<file path="config.mk">
export PLATFORM = sky130hd
export DESIGN_NAME = alu_ctrl_seq
export DESIGN_NICKNAME = d
export VERILOG_FILES = /design/src/rtl/alu_ctrl_pkg.sv /design/src/rtl/alu_ctrl_decode.sv /design/src/rtl/alu_ctrl_seq.sv
export SDC_FILE = /design/constraint.sdc
export NUM_CORES = 1
export LEC_CHECK = 0
export ABC_AREA = 1
export BUFFER_PORTS_ARGS = -buffer_cell sky130_fd_sc_hd__buf_2
export CAP_MARGIN = 5
export CORE_MARGIN = 2
export CORE_UTILIZATION = 51
export DETAILED_ROUTE_END_ITERATION = 6
export GPL_ROUTABILITY_DRIVEN = 0
export PLACE_DENSITY = 0.77
export SETUP_SLACK_MARGIN = 0.4
export SKIP_LAST_GASP = 1
export SYNTH_ARGS = -nofsm -noshare
export SYNTH_HDL_FRONTEND = slang
export SYNTH_SLANG_ARGS = --single-unit
</file>
<file path="constraint.sdc">
create_clock -name clk_i -period 1.7 [get_ports clk_i]
set_input_delay 0.085 -clock clk_i [delete_from_list [all_inputs] [get_ports clk_i]]
set_output_delay 0.085 -clock clk_i [all_outputs]
set_load 0.005 [all_outputs]
</file>
<file path="src/rtl/alu_ctrl_pkg.sv">
// Shared constants for the ALU control sequencer: control codes, ALUOp and
// funct decode keys, and the sequencer state type.
package alu_ctrl_pkg;

    localparam int CODE_W = 4;

    localparam logic [CODE_W-1:0] CODE_NOP = 4'd0;
    localparam logic [CODE_W-1:0] CODE_AND = 4'd1;
    localparam logic [CODE_W-1:0] CODE_OR  = 4'd2;
    localparam logic [CODE_W-1:0] CODE_ADD = 4'd3;
    localparam logic [CODE_W-1:0] CODE_SUB = 4'd4;
    localparam logic [CODE_W-1:0] CODE_MUL = 4'd5;
    localparam logic [CODE_W-1:0] CODE_BRC = 4'd6;
    localparam logic [CODE_W-1:0] CODE_SLT = 4'd7;
    localparam logic [CODE_W-1:0] CODE_SLL = 4'd8;
    localparam logic [CODE_W-1:0] CODE_SRL = 4'd9;

    localparam logic [1:0] ALUOP_R   = 2'b00;
    localparam logic [1:0] ALUOP_BR  = 2'b01;
    localparam logic [1:0] ALUOP_I   = 2'b10;

    // Full {funct7, funct3} keys for R-type
    localparam logic [9:0] FN_AND = 10'b0000000_111;
    localparam logic [9:0] FN_OR  = 10'b0000000_110;
    localparam logic [9:0] FN_ADD = 10'b0000000_000;
    localparam logic [9:0] FN_SUB = 10'b0100000_000;
    localparam logic [9:0] FN_MUL = 10'b0000001_000;
    localparam logic [9:0] FN_SLL = 10'b0000000_001;
    localparam logic [9:0] FN_SLT = 10'b0000000_010;
    localparam logic [9:0] FN_SRL = 10'b0000000_101;

    localparam logic [2:0] F3_ADD = 3'b000;
    localparam logic [2:0] F3_AND = 3'b111;
    localparam logic [2:0] F3_OR  = 3'b110;
    localparam logic [2:0] F3_SLT = 3'b010;
    localparam logic [2:0] F3_SLL = 3'b001;
    localparam logic [2:0] F3_SRL = 3'b101;
    localparam logic [6:0] F7_ZERO = 7'b0000000;

    typedef enum logic {
        ST_IDLE = 1'b0,
        ST_BUSY = 1'b1
    } state_t;

endpackage

</file>
<file path="src/rtl/alu_ctrl_decode.sv">
// Purely combinational ALUOp/funct decode into a 4-bit ALU control code.
module alu_ctrl_decode
    import alu_ctrl_pkg::*;
(
    input  logic [1:0]        alu_op,
    input  logic [9:0]        funct,
    output logic [CODE_W-1:0] code,
    output logic              illegal
);

    always_comb begin
        code    = CODE_NOP;
        illegal = 1'b0;
        case (alu_op)
            ALUOP_R: begin
                case (funct)
                    FN_AND:  code = CODE_AND;
                    FN_OR:   code = CODE_OR;
                    FN_ADD:  code = CODE_ADD;
                    FN_SUB:  code = CODE_SUB;
                    FN_MUL:  code = CODE_MUL;
                    FN_SLL:  code = CODE_SLL;
                    FN_SLT:  code = CODE_SLT;
                    FN_SRL:  code = CODE_SRL;
                    default: illegal = 1'b1;
                endcase
            end
            ALUOP_BR: code = CODE_BRC;
            ALUOP_I: begin
                // I-type ignores funct7 except to qualify the logical right shift
                case (funct[2:0])
                    F3_ADD: code = CODE_ADD;
                    F3_AND: code = CODE_AND;
                    F3_OR:  code = CODE_OR;
                    F3_SLT: code = CODE_SLT;
                    F3_SLL: code = CODE_SLL;
                    F3_SRL: begin
                        if (funct[9:3] == F7_ZERO) code = CODE_SRL;
                        else                       illegal = 1'b1;
                    end
                    default: illegal = 1'b1;
                endcase
            end
            default: illegal = 1'b1;
        endcase
    end

endmodule

</file>
<file path="src/rtl/alu_ctrl_seq.sv">
// ALU control sequencer: registers decoded control codes and holds the ALU
// busy for MUL_CYCLES cycles on a multiply.
module alu_ctrl_seq
    import alu_ctrl_pkg::*;
#(
    parameter int CTRL_W     = 4,
    parameter int MUL_CYCLES = 4
) (
    input  logic              clk_i,
    input  logic              rst_n_i,
    input  logic              valid_i,
    input  logic [1:0]        ALUOp_i,
    input  logic [9:0]        funct_i,
    input  logic              flush_i,
    output logic              ready_o,
    output logic [CTRL_W-1:0] ALU_Ctrl_o,
    output logic              ctrl_valid_o,
    output logic              stall_o,
    output logic              mul_start_o,
    output logic              illegal_o
);

    if (CTRL_W < 4) begin : g_bad_ctrl_w
        $error("alu_ctrl_seq: CTRL_W must be at least 4");
    end
    if (MUL_CYCLES < 1 || MUL_CYCLES > 16) begin : g_bad_mul_cycles
        $error("alu_ctrl_seq: MUL_CYCLES must be in 1..16");
    end

    localparam logic       MUL_MULTI = (MUL_CYCLES > 1);
    localparam logic [3:0] CNT_LOAD  = 4'(MUL_CYCLES - 1);

    logic [CODE_W-1:0] dec_code_p0;
    logic              dec_illegal_p0;

    state_t            state_q, state_d;
    logic [3:0]        cnt_q, cnt_d;
    logic [CTRL_W-1:0] ctrl_q, ctrl_d;
    logic              vld_q, vld_d;
    logic              ill_q, ill_d;
    logic              mstart_q, mstart_d;

    alu_ctrl_decode u_decode (
        .alu_op  (ALUOp_i),
        .funct   (funct_i),
        .code    (dec_code_p0),
        .illegal (dec_illegal_p0)
    );

    always_comb begin
        state_d  = state_q;
        cnt_d    = cnt_q;
        ctrl_d   = ctrl_q;
        vld_d    = 1'b0;
        ill_d    = 1'b0;
        mstart_d = 1'b0;
        if (flush_i) begin
            state_d = ST_IDLE;
            cnt_d   = 4'd0;
            ctrl_d  = CTRL_W'(CODE_NOP);
        end else begin
            case (state_q)
                ST_IDLE: begin
                    if (valid_i) begin
                        if (!dec_illegal_p0 && dec_code_p0 == CODE_MUL && MUL_MULTI) begin
                            state_d  = ST_BUSY;
                            cnt_d    = CNT_LOAD;
                            ctrl_d   = CTRL_W'(CODE_MUL);
                            mstart_d = 1'b1;
                        end else begin
                            ctrl_d = CTRL_W'(dec_code_p0);
                            vld_d  = 1'b1;
                            ill_d  = dec_illegal_p0;
                        end
                    end
                end
                ST_BUSY: begin
                    // The cycle with cnt_q==0 is the last stalled one
                    if (cnt_q == 4'd0) begin
                        state_d = ST_IDLE;
                        vld_d   = 1'b1;
                    end else begin
                        cnt_d = cnt_q - 4'd1;
                    end
                end
                default: state_d = ST_IDLE;
            endcase
        end
    end

    // Stage p1: registered control outputs
    always_ff @(posedge clk_i or negedge rst_n_i) begin
        if (!rst_n_i) begin
            state_q  <= ST_IDLE;
            cnt_q    <= 4'd0;
            ctrl_q   <= CTRL_W'(CODE_NOP);
            vld_q    <= 1'b0;
            ill_q    <= 1'b0;
            mstart_q <= 1'b0;
        end else begin
            state_q  <= state_d;
            cnt_q    <= cnt_d;
            ctrl_q   <= ctrl_d;
            vld_q    <= vld_d;
            ill_q    <= ill_d;
            mstart_q <= mstart_d;
        end
    end

    assign ready_o      = (state_q == ST_IDLE);
    assign stall_o      = (state_q == ST_BUSY);
    assign ALU_Ctrl_o   = ctrl_q;
    assign ctrl_valid_o = vld_q;
    assign illegal_o    = ill_q;
    assign mul_start_o  = mstart_q;

endmodule

</file>
==> results of run 1 <==
metal layers:
metal	GRT usage [%]	wire, µm	vias to the layer above
li1	-	-	533
met1	27.4	950	465
met2	41.1	1230	42
met3	2.69	126	16
met4	17.2	116	0
met5	0	0	-
critical path, delay by kind of cell, from the launching register on:
family	cells	cell delay, ps
AND/OR/NAND/NOR	6	530
flip-flops	1	400
adder cells (fa/ha/maj)	1	140
buffers and inverters	2	150
path summary, 6_finish.rpt:
check | end | slack [ps] | cells past startpoint
worst min register to register | ALU_Ctrl_o[1] | 540 | 2
max in group asynchronous | ALU_Ctrl_o[1] | 1280 | 2
min in group asynchronous | stall_o | 210 | 2
worst min-delay path | illegal_o | 110 | 3
worst max register to register | cnt_q[2] | 370 | 9
worst max-delay path | cnt_q[2] | 370 | 9
power by group through the flow:
| stage | Clock, W | Sequential [W] | Combinational (W) |
|---|---|---|---|
| 2_1_floorplan | 0 | 0.000310 | 0.0000990 |
| 3_3_place_gp | 0 | 0.000310 | 0.000148 |
| 3_5_place_dp | 0 | 0.000310 | 0.000152 |
| 4_1_cts | 0.000237 | 0.000302 | 0.000180 |
| 5_1_grt | 0.000255 | 0.000303 | 0.000214 |
| 6_report | 0.000232 | 0.000302 | 0.000192 |
cell type report:
class                           instances  area share (%)
Multi-Input combinational cell        102            48.7
Sequential cell                        12            23.0
Timing Repair Buffer                   35            15.7
Inverter                               26            7.46
Clock buffer                            4            2.78
Tap cell                               25            2.39
timing repair:
| item | 4_1_cts | 5_1_grt |
|---|---|---|
| setup endpoints to repair | 4 | 11 |
| endpoints found under the hold margin | 12 | 0 |
| pin swaps | 6 | 5 |
| buffers inserted | 7 | 3 |
| gates resized for setup | 8 | 5 |
| hold buffers | 1 | 0 |
registers in the layout, indices dropped and copies added (netlist names):
name          flops
ctrl_valid_o      1
stall_o           1
illegal_o         1
cnt_q             4
mul_start_o       1
ALU_Ctrl_o        4
synth_stat cells, drive strengths merged:
cell,count
ha,2
nand4,1
o21ai,10
a21oi,4
buf,1
and3,1
nor3,4
dfrtp,12
a31oi,2
nand3,11
xnor2,1
o31ai,2
o22ai,3
inv,26
nand2,35
nor2,25
nor4,1
cell families (layout without fill, tap and decap cells):
| logic type | Yosys count | after routing | synth area share, % |
|---|---|---|---|
| compound gates | 21 | 21 | 12.9 |
| xor+xnor | 1 | 1 | 0.912 |
| fa+ha+maj | 2 | 2 | 2.60 |
| buf+inv | 27 | 65 | 11.3 |
| flops | 12 | 12 | 31.3 |
| simple gates | 78 | 78 | 41.0 |
per-stage QoR:
stage	hold WS, ps	cell area (µm²)
after floorplan	-211	1010
after detailed placement	-25.5	1150
after global routing	141	1310
final	112	1310
after CTS	109	1280
after global placement	-29.3	1150
==> results.ini, run 1 <==
[logic_synthesis]
synthCells=141
synth_area_leader_cell=dfrtp_1
yosys.area.top_type_share_pct=31.3
syn_nets=159
post_synth_main_area_contributors=dfrtp_1, nand2_1, inv_1, nor2_1, nand3_1
yosysUniqueCellTypes=27
netlist_area_um2=961
avgSynthCellArea_um2=6.82
ys.warnings.count=0
yosys_register_bits=12
yosysSeqAreaShare_pct=31.3

[pwr]
ir_drop_v=0.000282
p_switching_w=0.000219
p_leak_nw=0.656
p_int_w=0.000507
power_w=0.000726
power_density_mw_per_mm2=555
clkPwrFrac_pct=32.0
combPwrFrac_pct=26.4
p_seq_share_pct=41.6
switching_share_pct=30.2

[worst_setup_path]
crit_path_end_kind=flop
arrival_ps=1500
critPathLaunchType=flop
startpoint=cnt_q[0]
crit_path_top_delay_cell=dfrtp_1
crit_chain=inv_2 -> ha_4 -> nand3_4 -> nor2_4 -> inv_2 -> nand2_4 -> nand2_4 -> nand2_1 -> nand2_1
crit_type=reg -> reg
slowest_delay_ps=400
crit_fanout=5
r2r_start=cnt_q[0]
worstPathRequired_ps=1870

[clock_network]
clkTransAtPathRegs_ps=80
cts_buffers=3
h-tree-depth=1
ctsLongestPathBuffers=2
insertion_delay_ps=280
clockRootBuffer=clkbuf_4
cts_num_sinks=12
cts_tree=yes

[finish]
fillers=141
antenna_cells=0
layout-drive-gt1-share_pct=43.0
final_core_util_pct=74.9
multiInputGateArea_um2=637
syn_to_final_growth_pct=36.1
seqCellArea_um2=300
fin_cells=204
final_cell_mix=nand2_1, buf_2, inv_1
finalNetCount=198

[routing]
num_vias=1056
wirelength_um=2430
first_pass_iters=4
ant_nets=0
vias_per_cell=5.18
drtIter0Drc=26
post_drt_wl_per_cell_um=11.9
drcViolationCount=0

[global_routing]
grt_pass1_vias=966
grt_max_degree=13
grt_use_total_pct=24.1
grt_pass1_wl_um=3800
antenna_found_initial=0
grt_overflow=0

[placement]
port_buffers=24
placedCellCount=189
dpl_worst_slack_ps=266
hpwl_um=1690

[floorplan]
pin_count=25
row_count=15
dieArea_mm2=0.00225
core-area_mm2=0.00175
start_util_pct=55.1
die_y_um=47.4
die_w_um=47.4

[sta]
finalSetupViolations=0
period_needed_ps=1330
slew_viol_final=0
period_share_pct=78.0
timing.fmax_ghz=0.754
rsz0062_at_grt=true
hold_viol_final=0
worstMarginPinSlew_ps=364
fin_tns_setup_ps=0
slew_headroom_pct=75.6
layout_setup_ws_ps=374
skew_ps=4.30

[worst_hold_path]
hp-start=ALUOp_i[1]
hp-class=in -> reg

[run]
maxCapViolations=0

[outcome]
status=complete, no violations

No activity file was read; power rests on OpenSTA's default activity.
==> run 2: changes to the inputs <==
--- a/config.mk
+++ b/config.mk
@@ -5,14 +5,14 @@
 export SDC_FILE = /design/constraint.sdc
 export NUM_CORES = 1
 export LEC_CHECK = 0
-export ABC_AREA = 1
+export ABC_AREA = 0
 export BUFFER_PORTS_ARGS = -buffer_cell sky130_fd_sc_hd__buf_2
 export CAP_MARGIN = 5
 export CORE_MARGIN = 2
-export CORE_UTILIZATION = 51
+export CORE_UTILIZATION = 45
 export DETAILED_ROUTE_END_ITERATION = 6
 export GPL_ROUTABILITY_DRIVEN = 0
-export PLACE_DENSITY = 0.77
+export PLACE_DENSITY = 0.73
 export SETUP_SLACK_MARGIN = 0.4
 export SKIP_LAST_GASP = 1
 export SYNTH_ARGS = -nofsm -noshare
==> constraint.sdc (replaced) <==
create_clock -name clk_i -period 1.2 [get_ports clk_i]
set_input_delay 0.06 -clock clk_i [delete_from_list [all_inputs] [get_ports clk_i]]
set_output_delay 0.06 -clock clk_i [all_outputs]
set_load 0.005 [all_outputs]
==> run 2 against run 1 <==
  * First-iteration DRC count increased to 2.7 times the previous value
  * Clock-buffer cell count unchanged
  * Die area increased by 3.4%
  * Setup slack got worse by 780 ps
  * Sequential power increased by 39%
  * The flow now finishes with violations (negative setup slack)
==> results.ini, run 2 <==
[outcome]
status=complete, but fails checks  ; was complete, no violations
violations=negative setup slack

[placement]
hpwl_um=1920  ; was 1690 µm
dpl_cell_area_mm2=0.00124  ; was 0.00115 mm²
dpl_worst_slack_ps=-765  ; was 266 ps
placedCellCount=176  ; was 189
port_buffers=24  ; unchanged

[finish]
final_cell_mix=buf_4, buf_2, dfrtp_1, nor2_1, nand2_1  ; was nand2_1, buf_2, inv_1
finalNetCount=186  ; was 198
finalInstanceArea_mm2=0.00151  ; was 0.00131 mm²
layout-drive-gt1-share_pct=55.1  ; was 43.0%
final_common_cell=buf_4
antenna_cells=0  ; unchanged
fin_cells=192  ; was 204
syn_to_final_growth_pct=72.0  ; was 36.1%

[routing]
drcViolationCount=0  ; unchanged
top_layer_used=met4  ; unchanged
first_pass_iters=5  ; was 4
wl_met1_um=1430  ; was 950 µm
wirelength_um=3430  ; was 2430 µm
num_vias=1136  ; was 1,056
drtIter0Drc=69  ; was 26
post_drt_wl_per_cell_um=17.8  ; was 11.9 µm
vias_per_cell=5.92  ; was 5.18
wl_met2_um=1570  ; was 1230 µm
ant_nets=0  ; unchanged
met3_length_um=304  ; was 126 µm

[logic_synthesis]
yosys_register_bits=12  ; unchanged
synth_area_leader_cell=dfrtp_1  ; unchanged
post_synth_main_area_contributors=dfrtp_1, nor2_1, a21oi_1, nand2_1, o31a_1  ; was dfrtp_1, nand2_1, inv_1, nor2_1, nand3_1
ys.warnings.count=0  ; unchanged
syn_nets=120  ; was 159
async_reset_ff_share_pct=100  ; unchanged
yosys.area.top_type_share_pct=34.1  ; was 31.3%
avgSynthCellArea_um2=8.62  ; was 6.82 µm²
ys.flop_type=dfrtp_1  ; unchanged
synth.most_common_cell=nor2_1  ; was nand2_1
yosysSeqAreaShare_pct=34.1  ; was 31.3%
netlist_area_um2=880  ; was 961 µm²
synth_edf_count=0  ; unchanged
yosysUniqueCellTypes=42  ; was 27
synthCells=102  ; was 141
synth_common_cells=nor2_1, dfrtp_1, a21oi_1, nand2_1  ; was nand2_1, inv_1, nor2_1, dfrtp_1, nand3_1

[worst_setup_path]
cpMostUsedCell=nor4_4
crit_chain=buf_6 -> or4_4 -> nor4_4 -> o221ai_1 -> buf_4 -> nor4_4 -> o21ba_1  ; was inv_2 -> ha_4 -> nand3_4 -> nor2_4 -> inv_2 -> nand2_4 -> nand2_4 -> nand2_1 -> nand2_1
worstPathRequired_ps=1430  ; was 1870 ps
cp_num_buf_inv=2  ; unchanged
crit_family=simple AND/OR/NAND/NOR gates  ; unchanged
crit_path_end_kind=flop  ; unchanged
critPathLaunchType=input pin  ; was flop
slowest_delay_ps=580  ; was 400 ps
crit_type=in -> reg  ; was reg -> reg
arrival_ps=1840  ; was 1500 ps
crit_fanout=4  ; was 5
crit_path_top_delay_cell=or4_4  ; was dfrtp_1

[floorplan]
dieArea_mm2=0.00232  ; was 0.00225 mm²
start_util_pct=49.3  ; was 55.1%
core-area_mm2=0.00178  ; was 0.00175 mm²
row_count=15  ; unchanged
die_y_um=48.2  ; was 47.4 µm
die_w_um=48.2  ; was 47.4 µm
pin_count=25  ; unchanged

[clock_network]
clockRootBuffer=clkbuf_4  ; unchanged
cts_num_sinks=12  ; unchanged
cts_buffers=3  ; unchanged
ctsLongestPathBuffers=2  ; unchanged
cts_tree=yes  ; unchanged
clkTransAtPathRegs_ps=80  ; about the same
insertion_delay_ps=290  ; was 280 ps
h-tree-depth=1  ; unchanged

[pwr]
combPwrFrac_pct=28.7  ; was 26.4%
p_int_w=0.000744  ; was 0.000507 W
switching_share_pct=29.9  ; was 30.2%
p_leak_nw=0.718  ; was 0.656 nW
ir_drop_v=0.000724  ; was 0.000282 V
power_density_mw_per_mm2=701  ; was 555 mW/mm²
clkPwrFrac_pct=31.7  ; was 32.0%
p_seq_share_pct=39.6  ; was 41.6%
p_switching_w=0.000317  ; was 0.000219 W

[sta]
slew_headroom_pct=78.8  ; was 75.6%
hold_viol_final=0  ; unchanged
slew_viol_final=0  ; unchanged
hold_ws_ps=92.8  ; was 112 ps
worstMarginPinSlew_ps=316  ; was 364 ps
fin_tns_setup_ps=-3230  ; was 0 ps
timing.fmax_ghz=0.621
period_needed_ps=1610
skew_ps=4.92  ; was 4.30 ps
layout_setup_ws_ps=-410  ; was 374 ps
rsz0062_at_grt=true  ; unchanged
period_share_pct=134
finalSetupViolations=12  ; was 0

[global_routing]
antenna_found_initial=0  ; unchanged
grt_pass1_wl_um=4150  ; was 3800 µm
grt_use_total_pct=26.1  ; was 24.1%
grt_max_degree=13  ; unchanged
grt_overflow=0  ; unchanged
grt_pass1_vias=907  ; was 966

[worst_hold_path]
hp-class=in -> reg  ; unchanged

[run]
maxCapViolations=0  ; unchanged

-- run 2: cell type report --
type,count,area (µm²)
repair buffers,66,468
fillers,93,270
well taps,25,31.3
inverters,4,15.0
multi-input cells,81,662
clock buffers,4,36.3
flip-flops and latches,12,300
-- run 2: per-layer routing --
layer,track usage [%],vias up
li1,-,510
met1,36.2,528
met2,40.8,78
met3,6.30,20
met4,6.49,0
met5,0,-
-- run 2: worst paths after layout --
check                                    from       endpoint  slack, ps  cells past startpoint
worst max-delay path               funct_i[4]        stall_o       -410                      7
worst min-delay path                  valid_i    mul_start_o         90                      3
worst max register to register       cnt_q[0]       cnt_q[1]       -370                      6
worst min register to register  ALU_Ctrl_o[1]  ALU_Ctrl_o[1]        580                      2
max in group asynchronous             rst_n_i      illegal_o        800                      2
min in group asynchronous             rst_n_i       cnt_q[2]        180                      2
-- run 2: cells by family after synthesis --
group | share of synthesized area, %
DFF | 34.1
AOI/OAI and AO/OA | 25.7
xor gates and xnor gates | 1.99
and+or+nand+nor | 28.9
buffers and inverters | 3.98
muxes | 2.42
adders and majority gates | 2.84
-- run 2: metrics by stage --
| step | util, % | power [W] |
|---|---|---|
| 6_report | 84.8 | 0.00106 |
| 5_1_grt | 84.8 | 0.00110 |
| 4_1_cts | 78.2 | 0.00101 |
| 3_5_place_dp | 69.3 | 0.000667 |
| 3_3_place_gp | 69.3 | 0.000660 |
| 2_1_floorplan | - | 0.000537 |
-- run 2: repair_timing --
action	4_1_cts	5_1_grt
hold buffers	1	0
endpoints found under the setup margin	21	21
endpoints found under the hold margin	12	0
setup buffers	5	6
pin swaps	8	6
gates resized for setup	20	11
-- run 2: tightest hold or removal path, delay by kind of cell --
kind,cells,cell delay (ps)
buffers and inverters,1,130
and+or+nand+nor,2,150
-- run 2: power by group through the flow --
stage                     clock, W  sequential, W  combinational, W
final                     0.000336       0.000420          0.000305
after global routing      0.000352       0.000421          0.000326
after CTS                 0.000329       0.000420          0.000260
after detailed placement         0       0.000428          0.000240
after global placement           0       0.000427          0.000233
after floorplan                  0       0.000429          0.000108
==> run 3: changes to the inputs <==
--- a/config.mk
+++ b/config.mk
@@ -8,11 +8,13 @@
 export ABC_AREA = 0
 export BUFFER_PORTS_ARGS = -buffer_cell sky130_fd_sc_hd__buf_2
 export CAP_MARGIN = 5
+export CELL_PAD_IN_SITES_DETAIL_PLACEMENT = 0
+export CELL_PAD_IN_SITES_GLOBAL_PLACEMENT = 1
 export CORE_MARGIN = 2
-export CORE_UTILIZATION = 45
+export CORE_UTILIZATION = 33
 export DETAILED_ROUTE_END_ITERATION = 6
 export GPL_ROUTABILITY_DRIVEN = 0
-export PLACE_DENSITY = 0.73
+export PLACE_DENSITY_LB_ADDON = 0.1
 export SETUP_SLACK_MARGIN = 0.4
 export SKIP_LAST_GASP = 1
 export SYNTH_ARGS = -nofsm -noshare
==> run 3 against run 2 <==
  * The run still ends with negative setup slack left
  * Setup slack gained 56 ps
  * Clock-buffer cell count did not move
  * First-iteration DRC count shrank 80%
  * Hold slack better by 16 ps
  * Clock power is 6.8% lower
  * Critical path type unchanged
  * Sequential power barely moved
  * Cell area down 2.9%
  * Fmax up 3.6%
  * Via count fell by 13%
  * Wire length shrank 29%
  * Combinational power decreased by 6%
  * Non-clock buffer count down 6
==> results.ini, run 3 (same netlist as run 2, synthesis figures left out) <==
[floorplan]
die_y_um=55.6  ; was 48.2 µm
die_w_um=55.6  ; was 48.2 µm
dieArea_mm2=0.00309  ; was 0.00232 mm²
start_util_pct=35.2  ; was 49.3%
pin_count=25  ; unchanged
row_count=18  ; was 15
core-area_mm2=0.00250  ; was 0.00178 mm²

[finish]
final_common_cell=buf_4  ; unchanged
antenna_cells=0  ; unchanged
final_cell_mix=buf_4, buf_2, nor2_1  ; was buf_4, buf_2, dfrtp_1, nor2_1, nand2_1
fin_cells=191  ; was 192
layout-drive-gt1-share_pct=52.8  ; was 55.1%
syn_to_final_growth_pct=67.0  ; was 72.0%
finalNetCount=180  ; was 186
final_core_util_pct=58.8  ; was 84.8%

[worst_setup_path]
arrival_ps=1760  ; was 1840 ps
r2r_end=cnt_q[2]  ; was cnt_q[1]
critPathLaunchType=input pin  ; unchanged
crit_fanout=5  ; was 4
rr_worst_depth=7  ; was 6
crit_path_end_kind=flop  ; unchanged
r2r_slack_ps=-340  ; was -370 ps
r2r_start=cnt_q[1]  ; was cnt_q[0]
worstPathRequired_ps=1410  ; was 1430 ps
crit_type=in -> reg  ; unchanged

[global_routing]
use_met3_pct=4.65  ; was 6.30%
grt_use_total_pct=15.7  ; was 26.1%
grtUsageMet1_pct=23.5  ; was 36.2%
grt_pass1_wl_um=3900  ; was 4150 µm
grt_overflow=0  ; unchanged
grt_max_degree=13  ; unchanged
use_met2_pct=21.8  ; was 40.8%
busiest_layer=met1  ; was met2
antenna_found_initial=0  ; unchanged
grt_pass1_vias=847  ; was 907

[pwr]
power_w=0.00102  ; was 0.00106 W
power_density_mw_per_mm2=693  ; was 701 mW/mm²
ir_drop_v=0.000660  ; was 0.000724 V
p_leak_nw=0.687  ; was 0.718 nW

[placement]
placedCellCount=177  ; was 176
port_buffers=24  ; unchanged
dpl_worst_slack_ps=-698  ; was -765 ps
hpwl_um=1720  ; was 1920 µm

[sta]
period_share_pct=130  ; was 134%
period_needed_ps=1550  ; was 1610 ps
slew_headroom_pct=79.7  ; was 78.8%
finalSetupViolations=10  ; was 12
hold_viol_final=0  ; unchanged
timing.fmax_ghz=0.643  ; was 0.621 GHz
layout_setup_ws_ps=-354  ; was -410 ps
worstMarginPinSlew_ps=304  ; was 316 ps
skew_ps=1.16  ; was 4.92 ps
rsz0062_at_grt=true  ; unchanged
slew_viol_final=0  ; unchanged

[clock_network]
h-tree-depth=1  ; unchanged
clkTransAtPathRegs_ps=70  ; was 80 ps
insertion_delay_ps=270  ; was 290 ps
clockRootBuffer=clkbuf_4  ; unchanged
ctsLongestPathBuffers=2  ; unchanged
cts_tree=yes  ; unchanged
cts_num_sinks=12  ; unchanged
cts_buffers=3  ; unchanged

[run]
maxCapViolations=0  ; unchanged

[routing]
drtIter0Drc=14  ; was 69
post_drt_wl_per_cell_um=12.8  ; was 17.8 µm
ant_nets=0  ; unchanged
first_pass_iters=4  ; was 5
drcViolationCount=0  ; unchanged
wirelength_um=2450  ; was 3430 µm
num_vias=991  ; was 1,136
vias_per_cell=5.19  ; was 5.92

[outcome]
violations=negative setup slack  ; unchanged
status=complete, but fails checks  ; unchanged

[worst_hold_path]
min_to=ALU_Ctrl_o[2]  ; was mul_start_o
hp-class=in -> reg  ; unchanged
hold_path_depth=2  ; was 3
hp-start=flush_i  ; was valid_i

run 3: how the worst max path moves through the flow:
stage / startpoint / to / depth (start not counted)
final: funct_i[4] / stall_o / 6
after global routing: cnt_q[1] / cnt_q[2] / 7
after CTS: cnt_q[1] / cnt_q[1] / 5
after detailed placement: funct_i[4] / cnt_q[3] / 7
after global placement: funct_i[4] / cnt_q[3] / 7
after floorplan: funct_i[4] / cnt_q[3] / 5
run 3: worst max-delay path, cell delays in order:
cell and delay, ps:
buf_6 90, or4_4 580, or4_4 440, o21a_4 240, nor4_4 180, o21ba_1 170
run 3: power breakdown:
group / leakage, nW / switching (W) / internal [W]
combinational: 0.504 / 0.000143 / 0.000142
clock: 0.0210 / 0.000128 / 0.000184
sequential: 0.162 / 0.00000491 / 0.000415
total: 0.687 / 0.000277 / 0.000741
run 3: area by class of cell:
class,count,area (µm²)
Clock buffer,4,36.3
Fill cell,222,1030
Timing Repair Buffer,60,427
Inverter,4,15.0
Tap cell,30,37.5
Sequential cell,12,302
Multi-Input combinational cell,81,652
run 3: stage by stage:
stage	setup TNS, ps	hold slack (ps)	cell area [µm²]
4_1_cts	-2380	81.0	1390
3_3_place_gp	-6540	-51.8	1210
3_5_place_dp	-6730	-49.9	1210
5_1_grt	-3350	95.6	1470
6_report	-2810	109	1470
2_1_floorplan	-4380	-236	880
run 3: routing by layer:
layer,up-vias,share of wire (%)
met5,-,0
li1,501,-
met1,463,49
met4,0,0.41
met2,25,45
met3,2,5.4
run 3: repair_timing:
| item | 4_1_cts | 5_1_grt |
|---|---|---|
| hold buffers | 1 | 0 |
| pin swaps | 12 | 2 |
| setup endpoints to repair | 21 | 21 |
| buffers inserted | 4 | 5 |
| endpoints found under the hold margin | 12 | 0 |
| gates resized for setup | 23 | 9 |
